File: config.mk
export PLATFORM = sky130hd
export DESIGN_NAME = uart_tx
export DESIGN_NICKNAME = d
export VERILOG_FILES = /design/src/rtl/uart_pkg.sv /design/src/rtl/uart_baud_cnt.sv /design/src/rtl/uart_tx.sv
export SDC_FILE = /design/constraint.sdc
export NUM_CORES = 1
export LEC_CHECK = 0
export CORE_MARGIN = 10
export CORE_UTILIZATION = 51
export CTS_BUF_LIST = sky130_fd_sc_hd__clkbuf_2
export CTS_CLUSTER_DIAMETER = 40
export CTS_CLUSTER_SIZE = 40
export DETAILED_ROUTE_END_ITERATION = 6
export HOLD_SLACK_MARGIN = 0.02
export PLACE_DENSITY = 0.76
export REMOVE_ABC_BUFFERS = 1
export SLEW_MARGIN = 20
export SYNTH_ARGS = -nofsm -noshare
export SYNTH_HDL_FRONTEND = slang
export SYNTH_SLANG_ARGS = --single-unit
File: constraint.sdc
create_clock -name clk -period 1.56 [get_ports clk]
set_input_delay 0.234 -clock clk [delete_from_list [all_inputs] [get_ports clk]]
set_output_delay 0.234 -clock clk [all_outputs]
set_load 0.02 [all_outputs]
File: src/rtl/uart_pkg.sv
// uart_pkg: shared types and constants for the UART transmit path.
// Optional feature macro UART_TX_PARITY_EN adds the PARITY state.
package uart_pkg;
  localparam int UART_DATA_W = 8;
  localparam logic UART_IDLE_LEVEL = 1'b1;
  typedef enum logic [2:0] {
    IDLE,
    START,
    DATA,
`ifdef UART_TX_PARITY_EN
    PARITY,
`endif
    STOP
  } uart_tx_state_t;
endpackage

File: src/rtl/uart_baud_cnt.sv
// uart_baud_cnt: bit-period divider, pulses bit_done on the last clk of each bit.
// Ports: clk, rst (async, active-high), clr (restart the period), bit_done (one-cycle pulse).
module uart_baud_cnt #(
  parameter int CLKS_PER_BIT = 868
) (
  input  logic clk,
  input  logic rst,
  input  logic clr,
  output logic bit_done
);
  localparam int W = $clog2(CLKS_PER_BIT);
  localparam logic [W-1:0] LAST = W'(CLKS_PER_BIT - 1);
  logic [W-1:0] cnt;
  assign bit_done = cnt == LAST;
  // Wraps on its own so consecutive data bits share one running period.
  always_ff @(posedge clk or posedge rst)
    if (rst) cnt <= '0;
    else     cnt <= (clr | bit_done) ? '0 : cnt + 1'b1;
endmodule

File: src/rtl/uart_tx.sv
// uart_tx: 8N1 (or 8E1 with UART_TX_PARITY_EN) serial transmitter, LSB first.
// Ports: clk, rst (async, active-high), tx_data/tx_valid/tx_ready byte handshake,
//        tx (registered serial line, idles high), tx_busy (= ~tx_ready).
// Macro UART_TX_PARITY_EN: insert an even-parity bit between data bit 7 and stop.
module uart_tx
  import uart_pkg::*;
#(
  parameter int CLKS_PER_BIT = 868
) (
  input  logic                   clk,
  input  logic                   rst,
  input  logic [UART_DATA_W-1:0] tx_data,
  input  logic                   tx_valid,
  output logic                   tx_ready,
  output logic                   tx,
  output logic                   tx_busy
);
  localparam int IDX_W = $clog2(UART_DATA_W);
  localparam logic [IDX_W-1:0] IDX_LAST = IDX_W'(UART_DATA_W - 1);
  uart_tx_state_t state, state_n;
  logic [UART_DATA_W-1:0] sr, sr_n;
  logic [IDX_W-1:0] idx, idx_n;
  logic tx_n, bit_done, clr;
`ifdef UART_TX_PARITY_EN
  logic par, par_n;
  // Parity is latched at capture since the shift register consumes the byte.
  assign par_n = (tx_ready & tx_valid) ? ^tx_data : par;
`endif
  assign tx_ready = state == IDLE;
  assign tx_busy  = ~tx_ready;
  // Hold the divider cleared while idle and restart it on every state change.
  assign clr = (state_n != state) | tx_ready;
  uart_baud_cnt #(.CLKS_PER_BIT(CLKS_PER_BIT)) u_baud (
    .clk(clk), .rst(rst), .clr(clr), .bit_done(bit_done)
  );
  always_comb begin
    state_n = state;
    sr_n    = sr;
    idx_n   = idx;
    unique case (state)
      IDLE: if (tx_valid) begin
        state_n = START;
        sr_n    = tx_data;
        idx_n   = '0;
      end
      START: if (bit_done) state_n = DATA;
      DATA: if (bit_done) begin
        sr_n  = sr >> 1;
        idx_n = idx + 1'b1;
`ifdef UART_TX_PARITY_EN
        if (idx == IDX_LAST) state_n = PARITY;
`else
        if (idx == IDX_LAST) state_n = STOP;
`endif
      end
`ifdef UART_TX_PARITY_EN
      PARITY: if (bit_done) state_n = STOP;
`endif
      STOP: if (bit_done) state_n = IDLE;
      default: state_n = IDLE;
    endcase
    // tx is registered from the next-state view so the line changes on the same edge as the state.
`ifdef UART_TX_PARITY_EN
    tx_n = state_n == START  ? 1'b0 :
           state_n == DATA   ? sr_n[0] :
           state_n == PARITY ? par_n : UART_IDLE_LEVEL;
`else
    tx_n = state_n == START ? 1'b0 :
           state_n == DATA  ? sr_n[0] : UART_IDLE_LEVEL;
`endif
  end
  always_ff @(posedge clk or posedge rst)
    if (rst) begin
      state <= IDLE;
      sr    <= '0;
      idx   <= '0;
      tx    <= UART_IDLE_LEVEL;
    end else begin
      state <= state_n;
      sr    <= sr_n;
      idx   <= idx_n;
      tx    <= tx_n;
    end
`ifdef UART_TX_PARITY_EN
  always_ff @(posedge clk or posedge rst)
    if (rst) par <= 1'b0;
    else     par <= par_n;
`endif
endmodule
==> results.toml <==
[die]
area_enclosed_by_the_die_boundary_um2 = 4803
initial_core_util = 0.5499
floorplan.die.height_um = 69.31
die_x_um = 69.31
io-pin-count = 14
std_cell_rows = 17
core-area_um2 = 2255

[worst_setup_path]
critPathKind = "reg2reg"
r2r_start = "u_baud.cnt[0]"
worstPathRequired_ns = 1.82
critical_path_peak_fanout = 5
critPathCaptureType = "register"
critPathSlowestCell = "dfrtp_1"
critical_path.max_stage_delay_ns = 0.42
worstSetupStartpointType = "register"
path_cells = "ha_2 -> nor4b_4 -> and3_4 -> nor3b_2 -> a311o_1 -> o32ai_2"
regToRegEndpoint = "tx"
worst_r2r_path_depth = 6
setup.reg_to_reg.worst_slack_ns = -0.08
crit_arrival_ns = 1.90

[finish]
post_route_cells_drive_above_1_share = 0.4314
final.fill_count = 159
growth_of_design_area_from_synthesis_to_finish_pct = 33.90
diodes = 0
layout.nets = 168
fin_area_um2 = 1660

[global_routing]
grtUsageTotal = 0.1095
antenna_found_initial = 0
global_route_wire_length_before_repair_mm = 4.554
first_global_vias = 1032
global_route.overflow_total = 0
grt_max_degree = 14

[routing]
detail_route.wirelength_mm = 2.624
drt_first_pass_iters = 4
drt.antenna.violating_nets = 0
drt_drc_violations_left = 0
dr_total_vias = 991
viasPerCell = 5.475
route.detailed.wl_per_inst_um = 14.50
drt-initial-drc-count = 39

[place]
hpwl_mm = 1.984
postPlaceCellArea_um2 = 1495
io_buffer_count = 13
globalplace.congestion = 0.8475
dpl_worst_slack_ns = -0.1176

[sta]
post-route-period-util = 1.054
setup-tns-final_ns = -0.08732
setup_ws_ns = -0.08496
setup_repair_after_global_routing_missed_its_margin = "true"
final-setup-viol-count = 2
finalHoldViolations = 0
drv_slew = 0
fin_worst_skew_ns = 0.005060
timing.final.crit_period_ns = 1.645
fmax_ghz = 0.6079

[synthesis]
synth.top_cell.area_share = 0.4844
most_area_consuming_cells_after_synthesis = "dfrtp_1, nand2_1, xor2_1"
netlist_area_um2 = 1240
synth-seq-cells = 25
synthesis.yosys.warnings = 0
synthDistinctLibCells = 39
synth_enable_flop_cells = 0
yosysTopAreaCell = "dfrtp_1"
synth_flop_cell = "dfrtp_1"
synth.avg_cell_area_um2 = 10.51
postSynth.asyncResetShare = 1.000
synthesized_instance_count = 118
synth_sequential_area_ratio = 0.5055

[pwr]
sw_frac_of_total = 0.2643
cellLeakagePower_nw = 0.7734
comb_power_share = 0.179
power.switching_mw = 0.3159
irDropWorstVdd_uv = 709.4
power_share_of_the_sequential_group = 0.611
clockPowerShare = 0.210
cell_internal_power_mw = 0.8792
power_density_nw_per_um2 = 719.8

[clock_network]
clock_sinks = 25
ctsLongestPathBuffers = 2
htree_num_levels = 1
path_clk_slew_ns = 0.22
clock_insertion_delay_worst_skew_ns = 0.33
tritoncts.num_buffers = 3
cts_tree = "done"
clock-root-buffer = "clkbuf_2"

[status]
failed_checks = "negative setup slack"
result_of_the_run = "finished, violations left"

[min_path]
hold_path_class = "in2async"

[flow_run]
timing.max_cap.violations = 0
## registers in the layout, summed over array words and instances (netlist names)
signal / flops
u_baud.cnt: 10
sr: 8
idx: 3
state: 3
tx: 1
## synth_stat cells, types with 3 or more instances
| cell type | n |
|---|---|
| dfrtp_1 | 24 |
| nand2_1 | 18 |
| nor2_1 | 13 |
| a22oi_1 | 6 |
| xor2_1 | 6 |
| inv_1 | 4 |
| nand3_1 | 4 |
| nand4_1 | 4 |
| ha_1 | 3 |
| xnor2_1 | 3 |
## cell type report
cell class / count / area, µm² / share of cell area
Timing Repair Buffer: 38 / 326.6 / 0.1967
Sequential cell: 25 / 626.9 / 0.3775
Multi-Input combinational cell: 82 / 636.9 / 0.3836
Tap cell: 28 / 35.03 / 0.02110
Clock buffer: 4 / 20.02 / 0.01206
Inverter: 4 / 15.01 / 0.009043
## cells in the final DEF, fill, tap and decap left out, types with 2 or more instances in the layout
master,n
buf_4,23
ha_1,2
nand3_1,4
nor2_4,2
a22oi_1,6
clkdlybuf4s50_1,10
or3_4,3
nand2_2,8
nor2_1,6
nand2_1,10
nor3b_2,2
buf_6,4
nand4_1,4
nor2_2,5
inv_1,3
xor2_1,6
clkbuf_2,4
dfrtp_1,24
xnor2_1,2
## cell families (layout without fill, tap and decap cells)
kind of cell / Yosys count / in the layout / synth area share
flops: 25 / 25 / 0.5056
mux: 2 / 2 / 0.01715
buf+inv: 12 / 46 / 0.06658
other cells: 1 / 1 / 0.003024
xor+xnor: 9 / 9 / 0.06358
compound gates: 11 / 11 / 0.06862
simple gates: 55 / 56 / 0.2452
fa+ha+maj: 3 / 3 / 0.03028
## worst max-delay path: cells and delay by family (launching register included)
kind | cells | cell delay (ns)
AND/OR/NAND/NOR | 3 | 0.56
flip-flops | 1 | 0.42
AO/OA/AOI/OAI | 2 | 0.41
adder cells (fa/ha/maj) | 1 | 0.18
## timing repair
action                                  4_1_cts  5_1_grt
gates resized for setup                      25       21
hold buffers                                  0        0
buffers inserted                              1        3
gates cloned                                  1        0
hold endpoints to repair                      0        0
endpoints found under the setup margin       16       18
pin swaps                                     8       10
## per-layer routing
| metal | vias to the layer above | GRT usage | wire, µm |
|---|---|---|---|
| li1 | 473 | - | - |
| met5 | - | 0 | 0 |
| met1 | 501 | 0.1281 | 1146 |
| met2 | 15 | 0.1845 | 1367 |
| met4 | 0 | 0.04435 | 17 |
| met3 | 2 | 0.02710 | 92 |
## power by group through the flow
stage                     combinational, mW  sequential, mW  clock [mW]
after floorplan                      0.0824           0.739           0
after global routing                  0.238           0.737       0.297
after global placement                0.172           0.732           0
after detailed placement              0.176           0.735           0
final                                 0.214           0.730       0.252
after CTS                             0.191           0.723       0.260
## metrics by stage
stage          cells  hold WS, ns  total power, mW    util
2_1_floorplan    110       0.2606           0.8214       -
3_3_place_gp     172       0.4567           0.9041  0.6632
3_5_place_dp     172       0.4629           0.9111  0.6632
4_1_cts          178       0.1055            1.174  0.7009
5_1_grt          181      0.09289            1.272  0.7364
6_report         181       0.1202            1.195  0.7364
## worst max path at each step
| stage | to | cells past startpoint | slack (ns) | start |
|---|---|---|---|---|
| finish | tx | 6 | -0.08 | u_baud.cnt[0] |
| global route | tx | 6 | -0.19 | u_baud.cnt[1] |
| CTS | tx | 7 | -0.06 | u_baud.cnt[1] |
| detailed placement | u_baud.cnt[3] | 5 | -0.12 | u_baud.cnt[0] |
| global placement | tx_ready | 3 | -0.05 | state[1] |
| floorplan | idx[0] | 3 | -0.66 | state[0] |
No activity file was read; power rests on OpenSTA's default activity.
